### src/rtl/spi_frame_reader_if.sv
// rtl/spi_frame_reader_if.sv - SPI pin bundle between the frame reader (master) and the measurement slave
interface spi_frame_reader_if;
  logic sck;
  logic cs;
  logic mosi;
  logic miso;

  modport master (output sck, output cs, output mosi, input miso);
  modport slave  (input sck, input cs, input mosi, output miso);
endinterface

### src/rtl/spi_frame_reader.sv
// rtl/spi_frame_reader.sv - SPI master reading the 192-bit converter result frame
// Optional SPI_RD_CHECK_EN adds frame_err, flagging nonzero reserved bits.
module spi_frame_reader #(
  parameter int CLK_DIV = 4
) (
  input  logic                 clk,
  input  logic                 rst_n,
  input  logic                 start,
  output logic                 busy,
  output logic                 done,
  spi_frame_reader_if.master   spi,
`ifdef SPI_RD_CHECK_EN
  output logic                 frame_err,
`endif
  output logic [31:0]          stpwmNA,
  output logic [31:0]          stpwmNB,
  output logic [31:0]          stpwmPA,
  output logic [31:0]          stpwmPB,
  output logic [11:0]          strundown,
  output logic [7:0]           stN64,
  output logic [7:0]           stP8,
  output logic [7:0]           stN1
);

  localparam int DIV_W = (CLK_DIV > 1) ? $clog2(CLK_DIV) : 1;
  localparam logic [DIV_W-1:0] DIV_LAST = DIV_W'(CLK_DIV - 1);
  localparam logic [7:0] FRAME_BITS = 8'd192;

  typedef enum logic [2:0] {
    S_IDLE, S_PRE_HI, S_PRE_LO, S_SETUP, S_SCK_HI, S_SCK_LO, S_DONE
  } state_t;

  state_t           state;
  logic [DIV_W-1:0] div_cnt;
  logic [7:0]       bit_cnt;
  logic [191:0]     shifter;
  logic             sck_q;
  logic             cs_q;
  logic             tick;

  assign tick     = (div_cnt == DIV_LAST);
  assign spi.sck  = sck_q;
  assign spi.cs   = cs_q;
  assign spi.mosi = 1'b0;

  always_ff @(posedge clk or negedge rst_n) begin
    if (!rst_n) begin
      state     <= S_IDLE;
      div_cnt   <= '0;
      bit_cnt   <= '0;
      shifter   <= '0;
      sck_q     <= 1'b0;
      cs_q      <= 1'b1;
      busy      <= 1'b0;
      done      <= 1'b0;
      stpwmNA   <= '0;
      stpwmNB   <= '0;
      stpwmPA   <= '0;
      stpwmPB   <= '0;
      strundown <= '0;
      stN64     <= '0;
      stP8      <= '0;
      stN1      <= '0;
`ifdef SPI_RD_CHECK_EN
      frame_err <= 1'b0;
`endif
    end else begin
      done <= 1'b0;
      if (state != S_IDLE && state != S_DONE)
        div_cnt <= tick ? '0 : div_cnt + DIV_W'(1);

      case (state)
        S_IDLE: begin
          if (start) begin
            state   <= S_PRE_HI;
            sck_q   <= 1'b1;
            busy    <= 1'b1;
            div_cnt <= '0;
          end
        end
        // Preload pulse with cs high makes the slave latch word 0.
        S_PRE_HI: if (tick) begin
          state <= S_PRE_LO;
          sck_q <= 1'b0;
        end
        S_PRE_LO: if (tick) begin
          state <= S_SETUP;
          cs_q  <= 1'b0;
        end
        S_SETUP: if (tick) begin
          state <= S_SCK_HI;
          sck_q <= 1'b1;
        end
        S_SCK_HI: if (tick) begin
          state   <= S_SCK_LO;
          sck_q   <= 1'b0;
          shifter <= {shifter[190:0], spi.miso};
          bit_cnt <= bit_cnt + 8'd1;
        end
        S_SCK_LO: if (tick) begin
          if (bit_cnt == FRAME_BITS) begin
            state     <= S_DONE;
            cs_q      <= 1'b1;
            done      <= 1'b1;
            stpwmNA   <= shifter[191:160];
            stpwmNB   <= shifter[159:128];
            stpwmPA   <= shifter[127:96];
            stpwmPB   <= shifter[95:64];
            strundown <= shifter[59:48];
            stN64     <= shifter[47:40];
            stP8      <= shifter[39:32];
            stN1      <= shifter[31:24];
`ifdef SPI_RD_CHECK_EN
            frame_err <= (shifter[63:60] != 4'h0) || (shifter[23:0] != 24'h0);
`endif
          end else begin
            state <= S_SCK_HI;
            sck_q <= 1'b1;
          end
        end
        S_DONE: begin
          state   <= S_IDLE;
          busy    <= 1'b0;
          bit_cnt <= '0;
        end
        default: state <= S_IDLE;
      endcase
    end
  end

endmodule

### src/flat_wrapper.sv
// flat-port wrapper written by rule: the top's interface ports become plain ports
module spi_frame_reader_flat 
#(
  parameter int CLK_DIV = 4
)
  (clk, rst_n, start, busy, done, stpwmNA, stpwmNB, stpwmPA, stpwmPB, strundown, stN64, stP8, stN1, spi_sck, spi_cs, spi_mosi, spi_miso);
  spi_frame_reader_if spi_i ();
  input  logic clk;
  input  logic rst_n;
  input  logic start;
  output logic busy;
  output logic done;
  output logic [31:0] stpwmNA;
  output logic [31:0] stpwmNB;
  output logic [31:0] stpwmPA;
  output logic [31:0] stpwmPB;
  output logic [11:0] strundown;
  output logic [7:0] stN64;
  output logic [7:0] stP8;
  output logic [7:0] stN1;
  output wire logic [$bits(spi_i.sck)-1:0] spi_sck;
  output wire logic [$bits(spi_i.cs)-1:0] spi_cs;
  output wire logic [$bits(spi_i.mosi)-1:0] spi_mosi;
  input wire logic [$bits(spi_i.miso)-1:0] spi_miso;
  assign spi_sck = spi_i.sck;
  assign spi_cs = spi_i.cs;
  assign spi_mosi = spi_i.mosi;
  assign spi_i.miso = spi_miso;
  spi_frame_reader #(.CLK_DIV(CLK_DIV)) u_core (.clk(clk), .rst_n(rst_n), .start(start), .busy(busy), .done(done), .spi(spi_i), .stpwmNA(stpwmNA), .stpwmNB(stpwmNB), .stpwmPA(stpwmPA), .stpwmPB(stpwmPB), .strundown(strundown), .stN64(stN64), .stP8(stP8), .stN1(stN1));
endmodule
### config.mk
export PLATFORM = sky130hd
export DESIGN_NAME = spi_frame_reader_flat
export DESIGN_NICKNAME = d
export VERILOG_FILES = /design/src/rtl/spi_frame_reader_if.sv /design/src/rtl/spi_frame_reader.sv /design/src/flat_wrapper.sv
export SDC_FILE = /design/constraint.sdc
export NUM_CORES = 1
export LEC_CHECK = 0
export CAP_MARGIN = 20
export CORE_ASPECT_RATIO = 0.8
export CORE_UTILIZATION = 55
export CTS_CLUSTER_SIZE = 24
export DETAILED_ROUTE_END_ITERATION = 8
export HOLD_SLACK_MARGIN = 0.1
export PLACE_DENSITY = 0.89
export REMOVE_ABC_BUFFERS = 1
export SLEW_MARGIN = 20
export SYNTH_ARGS = -nofsm -noshare
export SYNTH_HDL_FRONTEND = slang
export SYNTH_SLANG_ARGS = --single-unit
### constraint.sdc
create_clock -name clk -period 3.9 [get_ports clk]
set_input_delay 1.17 -clock clk [delete_from_list [all_inputs] [get_ports clk]]
set_output_delay 1.17 -clock clk [all_outputs]
set_load 0.02 [all_outputs]
==> results of run 1 <==
## cells in the mapped netlist (all sizes together) (3+ instances only)
cell and count:
ha 3, clkbuf 23, a21oi 11, mux2 164
nand3 4, o31ai 4, o21ai 8, dfrtp 372
nand2 585, nor3 6, inv 5, or3 4
nor2 6, buf 47, or4 3
## placed cells by master, fill, tap and decap left out, types with 2 or more instances in the layout
cell type	Yosys	final
or3_1	4	4
a21oi_1	11	11
clkbuf_16	0	39
nand4b_1	2	2
clkbuf_8	0	6
nand2_1	585	585
nor2_1	6	6
buf_12	0	10
buf_4	13	4
nor3_1	5	5
clkinv_2	0	7
clkbuf_1	23	9
dfrtp_1	372	372
clkdlybuf4s50_1	0	170
or4_1	3	3
inv_1	5	5
o31ai_1	4	4
o211ai_1	2	2
o21ai_0	8	8
nand3_1	4	4
and3b_1	2	2
mux2_1	23	23
mux2_2	141	141
nor2b_1	2	2
ha_1	3	3
a22oi_1	2	2
## worst paths after layout
kind	cells past startpoint	from	slack, ns	end
hold reg to reg	2	u_core.shifter[62]	0.46	u_core.shifter[63]
hold / removal	2	u_core.shifter[62]	0.46	u_core.shifter[63]
max in group asynchronous	2	rst_n	2.31	u_core.spi.cs
setup / recovery	1	u_core.spi.cs	1.07	spi_cs
min in group asynchronous	1	rst_n	0.67	u_core.shifter[137]
setup reg to reg	5	u_core.div_cnt[0]	1.44	u_core.stpwmNB[1]
## registers in the layout (all words and copies together), names as in the netlist
register,cells
u_core.bit_cnt,8
u_core.busy,1
u_core.div_cnt,2
u_core.done,1
u_core.shifter,192
u_core.spi.cs,1
u_core.spi.sck,1
u_core.stN1,8
u_core.stN64,8
u_core.stP8,8
u_core.state,3
u_core.stpwmNA,32
u_core.stpwmNB,32
u_core.stpwmPA,32
u_core.stpwmPB,32
u_core.strundown,12
## cell type report
type                    instances  area share (%)
flip-flops and latches        373            53.5
multi-input cells             825            26.3
repair buffers                185            11.1
clock buffers                  54            6.25
well taps                     324            2.32
clock inverters                10           0.466
inverters                       5           0.107
## worst reg2reg max path: cells and delay by family (launching register included)
family	cells	cell delay, ns
and+or+nand+nor	2	0.54
muxes	1	0.54
adders and majority gates	1	0.44
buffers and inverters	1	0.43
DFF	1	0.40
## metal layers
layer / routed length [µm] / vias up
li1: - / 4398
met1: 12500 / 4719
met2: 14100 / 237
met3: 1970 / 51
met4: 574 / 0
met5: 0 / -
## cell families (layout without fill, tap and decap cells)
kind of cell,after synthesis,after routing,share of synthesized area (%)
multiplexers,164,164,12.9
XOR/XNOR,1,1,0.0614
buffers and inverters,75,254,2.75
adder cells (fa/ha/maj),3,3,0.263
other,1,1,0.0263
AO/OA/AOI/OAI,33,33,1.45
flip-flops,373,373,65.4
AND/OR/NAND/NOR,623,623,17.1
## per-stage QoR
stage | util (%) | hold slack [ns] | TNS [ns]
2_1_floorplan | - | 0.439 | -2729.63
3_3_place_gp | 64.2 | 0.447 | 0
3_5_place_dp | 64.2 | 0.453 | 0
4_1_cts | 68.8 | 0.467 | 0
5_1_grt | 68.8 | 0.485 | 0
6_report | 68.8 | 0.460 | 0
## where the power goes
part           internal, µW  leakage, µW  switching [µW]
logic                   160      0.00335             255
registers              3920      0.00519             107
clock network          2010     0.000581            1430
==> flow_metrics.py, run 1 <==
metrics = {
    "synthesis": {
        "synth.area.top_cells": "dfrtp_1, nand2_1, mux2_2",
        "synth_cell_type_count": 43,
        "yosys.area.top_type": "dfrtp_1",
        "synth.avg_cell_area_um2": 11.2,
        "ys_ff_latch": 373,
        "synth_cells": 1273,
        "synth_edf_count": 0,
        "synthArstFlopShare_pct": 100,
        "synth_top_area_share_pct": 65.2,
        "syn_area_um2": 14300,
        "seq_area_frac_synth_pct": 65.4,
        "ys_warn_count": 0,
        "synth_ff_type": "dfrtp_1",
    },
    "finish": {
        "fillers": 1753,
        "ff_latch_area_um2": 9340,
        "instances_no_fill": 1776,
        "num_antenna_cells": 0,
        "area_delta_synth_final_pct": 22.3,
        "multi_input_area_um2": 4580,
        "final_cell_area_um2": 17500,
        "layout.nets": 1434,
        "layout-drive-gt1-share_pct": 14.9,
    },
    "cts": {
        "clock_path_buffers": 3,
        "ctsResizeCount": 0,
        "postCtsHoldBufs": 0,
        "numCtsBuffers": 37,
        "clk_latency_ns": 0.52,
        "cts_tree": "built",
        "cts_setup_buffers": 0,
        "clock_sinks": 373,
        "clk_pin_slew_worst_paths_ns": 0.06,
        "h-tree-depth": 2,
        "cts_root_buffer": "clkbuf_16",
    },
    "global_routing": {
        "use_met2_pct": 36.5,
        "grt.overflow.total": 0,
        "met1_usage_pct": 30.3,
        "grt_busiest_layer": "met2",
        "met3_usage_pct": 6.41,
        "grt_pass1_vias": 9635,
        "antenna_found_initial": 0,
        "track_usage_pct": 22.7,
        "grt_max_degree": 123,
        "grt_pass1_wl_um": 49200,
    },
    "routing": {
        "drt-total-wl_um": 29200,
        "drtIter0Drc": 664,
        "antenna_left": 0,
        "vias_per_cell": 5.30,
        "vias": 9405,
        "drc": 0,
        "drt_first_pass_iters": 5,
        "post_drt_wl_per_cell_um": 16.5,
    },
    "sta": {
        "final-setup-viol-count": 0,
        "tightest_slew_ns": 0.960,
        "slew_violations": 0,
        "hold_viol": 0,
        "setup_slack_ns": 1.07,
        "rsz0062_at_grt": "no",
        "timing.fmax_ghz": 0.354,
        "final.min_clock_period_ns": 2.83,
        "period_share_pct": 72.5,
        "fin_skew_ns": 0.0191,
        "max_slew_margin_pct": 35.8,
    },
    "critical_path": {
        "critical_path.top_delay_family": "buffers and inverters",
        "crit_required_ns": 2.73,
        "crit_chain": "clkdlybuf4s50_1",
        "cp.buffers_inverters": 1,
        "critPathArrivalTime_ns": 1.66,
        "worst_setup_path_start_kind": "flop",
        "cp_slowest_cell": "clkdlybuf4s50_1",
        "path_class": "flop to output port",
        "slowest_delay_ns": 0.60,
        "endpoint_kind": "output port",
        "critPathMaxFanout": 3,
    },
    "placed_design": {
        "routabilityCongestion": 0.808,
        "placed_cells": 1712,
        "io_buffers": 171,
        "place_area_um2": 16300,
        "dp_hpwl_um": 17700,
        "dp_slack_ns": 1.27,
    },
    "floorplanning": {
        "core-area_um2": 25400,
        "row_count": 52,
        "die_h_um": 146,
        "die-width_um": 182,
        "boundaryPins": 173,
        "die_area_um2": 26600,
        "start_util_pct": 56.3,
    },
    "power": {
        "p_per_area_nw_per_um2": 451,
        "p_leak_uw": 0.00911,
        "p_total_uw": 7880,
        "ir_drop_mv": 0.262,
    },
    "outcome": {
        "status": "complete, no violations",
    },
    "job": {
        "cap_violations": 0,
    },
    "min_path": {
        "hold_class": "flop to flop",
    },
}
(Power assumes the default switching activity.)
==> run 2, diff against run 1 <==
==> constraint.sdc (replaced) <==
create_clock -name clk -period 3 [get_ports clk]
set_input_delay 0.9 -clock clk [delete_from_list [all_inputs] [get_ports clk]]
set_output_delay 0.9 -clock clk [all_outputs]
set_load 0.02 [all_outputs]
==> flow_metrics.py, run 2 (synthesized netlist as in run 1, its figures left out) <==
metrics = {
    "placed_design": {
        "routabilityCongestion": 0.808,
        "dp_hpwl_um": 17800,
        "io_buffers": 171,
        "place_area_um2": 16300,
    },
    "critical_path": {
        "crit_chain": "clkdlybuf4s50_1",
        "rr_worst_depth": 5,
        "slowest_delay_ns": 0.62,
        "crit_required_ns": 2.10,
        "cp.buffers_inverters": 1,
        "path_class": "flop to output port",
        "cp_slowest_cell": "clkdlybuf4s50_1",
        "worst_setup_path_start_kind": "flop",
        "critical_path.top_delay_family": "buffers and inverters",
        "critPathArrivalTime_ns": 1.67,
        "critPathMaxFanout": 3,
        "r2r_end": "u_core.stpwmPB[28]",
        "endpoint_kind": "output port",
        "r2r_start": "u_core.div_cnt[0]",
        "reg2reg_slack_ns": 0.52,
    },
    "sta": {
        "hold_viol": 0,
        "setup_tns_ns": 0,
        "slew_violations": 0,
        "tightest_slew_ns": 1.04,
        "fin_skew_ns": 0.00933,
        "final.min_clock_period_ns": 2.57,
        "rsz0062_at_grt": "no",
        "timing.fmax_ghz": 0.389,
        "final-setup-viol-count": 0,
        "period_share_pct": 85.7,
        "max_slew_margin_pct": 30.2,
    },
    "cts": {
        "clk_pin_slew_worst_paths_ns": 0.06,
        "numCtsBuffers": 36,
        "h-tree-depth": 2,
        "ctsResizeCount": 0,
        "cts_setup_buffers": 0,
        "cts_root_buffer": "clkbuf_16",
        "clock_sinks": 373,
        "clock_path_buffers": 3,
        "cts_tree": "built",
        "clk_latency_ns": 0.50,
        "postCtsHoldBufs": 0,
    },
    "routing": {
        "drc": 0,
        "vias_per_cell": 5.32,
        "post_drt_wl_per_cell_um": 16.1,
        "drt_first_pass_iters": 5,
        "vias": 9449,
        "drt-total-wl_um": 28600,
        "drtIter0Drc": 747,
        "antenna_left": 0,
    },
    "finish": {
        "top_register": "u_core.shifter",
        "layout_common_cells": "nand2_1, dfrtp_1, clkdlybuf4s50_1, mux2_2, clkbuf_16",
        "largest_reg_flops": 192,
        "layout.nets": 1435,
        "num_antenna_cells": 0,
        "area_delta_synth_final_pct": 23.0,
        "final_cell_area_um2": 17600,
        "layout-drive-gt1-share_pct": 15.3,
        "final_common_cell": "nand2_1",
    },
    "power": {
        "combPwrFrac_pct": 5.6,
        "p_leak_uw": 0.00916,
        "power_frac_seq_pct": 49.9,
        "intPower_uw": 8140,
        "net-switching-power_uw": 2320,
        "p_per_area_nw_per_um2": 596,
        "swShare_pct": 22.2,
        "power_frac_clock_pct": 44.5,
        "ir_drop_mv": 0.400,
    },
    "global_routing": {
        "grt_max_degree": 101,
        "antenna_found_initial": 0,
        "grt_pass1_wl_um": 48100,
        "track_usage_pct": 22.1,
        "grt.overflow.total": 0,
        "grt_pass1_vias": 9502,
    },
    "floorplanning": {
        "die_h_um": 146,
        "core-area_um2": 25400,
        "die-width_um": 182,
        "start_util_pct": 56.3,
        "row_count": 52,
        "die_area_um2": 26600,
        "boundaryPins": 173,
    },
    "min_path": {
        "hold_class": "input pin to async pin",
    },
    "outcome": {
        "status": "complete, no violations",
    },
    "job": {
        "cap_violations": 0,
    },
}
[run 2: worst max path at each step]
stage | start | to | slack, ns | cells after the start
finish | u_core.spi.cs | spi_cs | 0.43 | 1
floorplan | u_core.div_cnt[0] | u_core.bit_cnt[0] | -11.52 | 4
global placement | start | u_core.spi.sck | 0.65 | 4
global route | u_core.spi.cs | spi_cs | 0.39 | 1
detailed placement | u_core.div_cnt[0] | u_core.stpwmNB[5] | 0.60 | 5
CTS | u_core.spi.cs | spi_cs | 0.41 | 1
[run 2: per-stage QoR]
| stage | setup WS [ns] | instances | utilization, % | total power, µW | hold slack, ns |
|---|---|---|---|---|---|
| 2_1_floorplan | -11.52 | 1203 | - | 5590 | 0.439 |
| 3_3_place_gp | 0.653 | 1714 | 64.3 | 5860 | 0.447 |
| 3_5_place_dp | 0.597 | 1714 | 64.3 | 5900 | 0.453 |
| 4_1_cts | 0.408 | 1777 | 69.2 | 10500 | 0.343 |
| 5_1_grt | 0.392 | 1777 | 69.2 | 10800 | 0.351 |
| 6_report | 0.430 | 1777 | 69.2 | 10500 | 0.334 |
[run 2: power groups by stage]
stage	logic, µW	registers [µW]	clock network, µW
5_1_grt	656	5230	4950
2_1_floorplan	296	5290	0
4_1_cts	593	5220	4740
3_3_place_gp	559	5300	0
3_5_place_dp	594	5310	0
6_report	585	5220	4650
[run 2: cell type report]
type,count,area (µm²)
Clock buffer,50,1060
Clock inverter,13,170
Fill cell,1701,7820
Inverter,5,18.8
Multi-Input combinational cell,825,4580
Sequential cell,373,9340
Tap cell,324,405
Timing Repair Buffer,187,1970
[run 2: layer usage]
metal	share of wire [%]	global-route usage (%)	vias up
met4	1.4	4.87	0
met2	47	35.3	244
met1	45	31.6	4778
met5	0	0	-
li1	-	-	4387
met3	5.8	4.79	40
==> run 3, diff against run 2 <==
--- a/config.mk
+++ b/config.mk
@@ -5,13 +5,13 @@
 export SDC_FILE = /design/constraint.sdc
 export NUM_CORES = 1
 export LEC_CHECK = 0
-export CAP_MARGIN = 20
 export CORE_ASPECT_RATIO = 0.8
 export CORE_UTILIZATION = 55
 export CTS_CLUSTER_SIZE = 24
 export DETAILED_ROUTE_END_ITERATION = 8
 export HOLD_SLACK_MARGIN = 0.1
 export PLACE_DENSITY = 0.89
+export RECOVER_POWER = 100
 export REMOVE_ABC_BUFFERS = 1
 export SLEW_MARGIN = 20
 export SYNTH_ARGS = -nofsm -noshare
==> flow_metrics.py, run 3 (synthesized netlist as in run 1, its figures left out) <==
metrics = {
    "placed_design": {
        "place_area_um2": 16300,
        "dp_hpwl_um": 17800,
        "dp_slack_ns": 0.597,
        "io_buffers": 171,
        "placed_cells": 1714,
        "routabilityCongestion": 0.808,
    },
    "floorplanning": {
        "boundaryPins": 173,
        "start_util_pct": 56.3,
        "die-width_um": 182,
        "die_h_um": 146,
        "row_count": 52,
        "core-area_um2": 25400,
        "die_area_um2": 26600,
    },
    "cts": {
        "ctsResizeCount": 0,
        "cts_root_buffer": "clkbuf_16",
        "clk_latency_ns": 0.50,
        "clock_path_buffers": 3,
        "postCtsHoldBufs": 0,
        "cts_tree": "built",
        "h-tree-depth": 2,
        "cts_setup_buffers": 0,
        "clock_sinks": 373,
        "numCtsBuffers": 36,
        "clk_pin_slew_worst_paths_ns": 0.06,
    },
    "outcome": {
        "status": "finished with violations",
        "violations": "capacitance limit, slew limit",
    },
    "routing": {
        "drc": 0,
        "drtIter0Drc": 752,
        "vias_per_cell": 5.31,
        "drt_first_pass_iters": 5,
        "drt-total-wl_um": 28500,
        "antenna_left": 0,
        "vias": 9440,
        "post_drt_wl_per_cell_um": 16.1,
    },
    "global_routing": {
        "grt_busiest_layer": "met2",
        "antenna_found_initial": 0,
        "grt_pass1_vias": 9502,
        "grt.overflow.total": 0,
        "grt_pass1_wl_um": 48100,
        "grt_max_degree": 101,
        "use_met2_pct": 35.3,
        "met3_usage_pct": 4.79,
        "track_usage_pct": 22.1,
        "met1_usage_pct": 31.6,
    },
    "critical_path": {
        "cp_slowest_cell": "clkbuf_4",
        "cp-endpoint": "u_core.stpwmNB[17]",
        "crit_chain": "ha_1 > nand4b_1 > nor3_4 > clkbuf_4 > mux2_2",
        "slowest_delay_ns": 0.78,
        "endpoint_kind": "flop",
        "rr_worst_depth": 5,
        "critPathArrivalTime_ns": 3.04,
        "reg2reg_slack_ns": 0.34,
        "worst_setup_path_start_kind": "flop",
        "cp-startpoint": "u_core.div_cnt[0]",
        "r2r_start": "u_core.div_cnt[0]",
        "path_class": "flop to flop",
        "crit_required_ns": 3.37,
        "r2r_end": "u_core.stpwmNB[17]",
        "critPathMaxFanout": 65,
    },
    "job": {
        "cap_violations": 1,
    },
    "sta": {
        "hold_viol": 0,
        "final-setup-viol-count": 0,
        "period_share_pct": 88.8,
        "timing.fmax_ghz": 0.375,
        "rsz0062_at_grt": "no",
        "fin_skew_ns": 0.00821,
        "setup_slack_ns": 0.335,
        "final.min_clock_period_ns": 2.66,
        "tightest_slew_ns": 1.62,
        "max_slew_margin_pct": -8.11,
        "slew_violations": 55,
        "whs_ns": 0.465,
    },
    "finish": {
        "layout-drive-gt1-share_pct": 15.1,
        "fillers": 1713,
        "layout.nets": 1435,
        "final_common_cell": "nand2_1",
        "largest_reg_flops": 192,
        "area_delta_synth_final_pct": 22.5,
        "top_register": "u_core.shifter",
        "layout_common_cells": "nand2_1, dfrtp_1, dlygate4sd3_1, mux2_2, clkbuf_16",
        "instances_no_fill": 1777,
        "num_antenna_cells": 0,
        "final_cell_area_um2": 17500,
    },
    "power": {
        "ir_drop_mv": 0.401,
        "p_total_uw": 10400,
        "p_leak_uw": 0.00972,
        "p_per_area_nw_per_um2": 595,
    },
    "min_path": {
        "hold_class": "flop to flop",
    },
}
[run 3: power by group]
| part | total (µW) | switching (µW) | internal (µW) |
|---|---|---|---|
| Sequential | 5210 | 116 | 5100 |
| Combinational | 552 | 357 | 194 |
| Clock | 4650 | 1830 | 2820 |
| Total | 10400 | 2300 | 8110 |
[run 3: through the flow]
| step | utilization [%] | TNS, ns |
|---|---|---|
| floorplan | - | -3058.13 |
| global placement | 64.3 | 0 |
| detailed placement | 64.3 | 0 |
| CTS | 69.2 | 0 |
| global route | 68.9 | 0 |
| finish | 68.9 | 0 |
[run 3: worst min-delay path by stage]
stage                       startpoint                  end  cells after the start
floorplan            u_core.shifter[9]   u_core.shifter[10]                      2
global placement    u_core.shifter[22]   u_core.shifter[23]                      2
detailed placement  u_core.shifter[16]   u_core.shifter[17]                      2
CTS                              rst_n  u_core.shifter[132]                      1
global route        u_core.shifter[17]   u_core.shifter[18]                      2
finish              u_core.shifter[16]   u_core.shifter[17]                      2
[run 3: layout make-up]
| class | count | area [µm²] | area share (%) |
|---|---|---|---|
| inverters | 5 | 18.8 | 0.107 |
| clock buffers | 50 | 1060 | 6.09 |
| well taps | 324 | 405 | 2.32 |
| repair buffers | 187 | 1940 | 11.1 |
| clock inverters | 13 | 170 | 0.973 |
| multi-input cells | 825 | 4560 | 26.1 |
| flip-flops and latches | 373 | 9340 | 53.4 |
[run 3: critical path, delay by kind of cell, from the launching register on]
| kind | cells | cell delay [ns] |
|---|---|---|
| fa+ha+maj | 1 | 0.36 |
| buf+inv | 1 | 0.78 |
| flops | 1 | 0.40 |
| mux | 1 | 0.42 |
| simple gates | 2 | 0.48 |
[run 3: per-layer routing]
metal	wire, µm	up-vias
met5	0	-
met4	401	0
met3	1630	40
met2	13600	231
met1	12900	4773
li1	-	4396
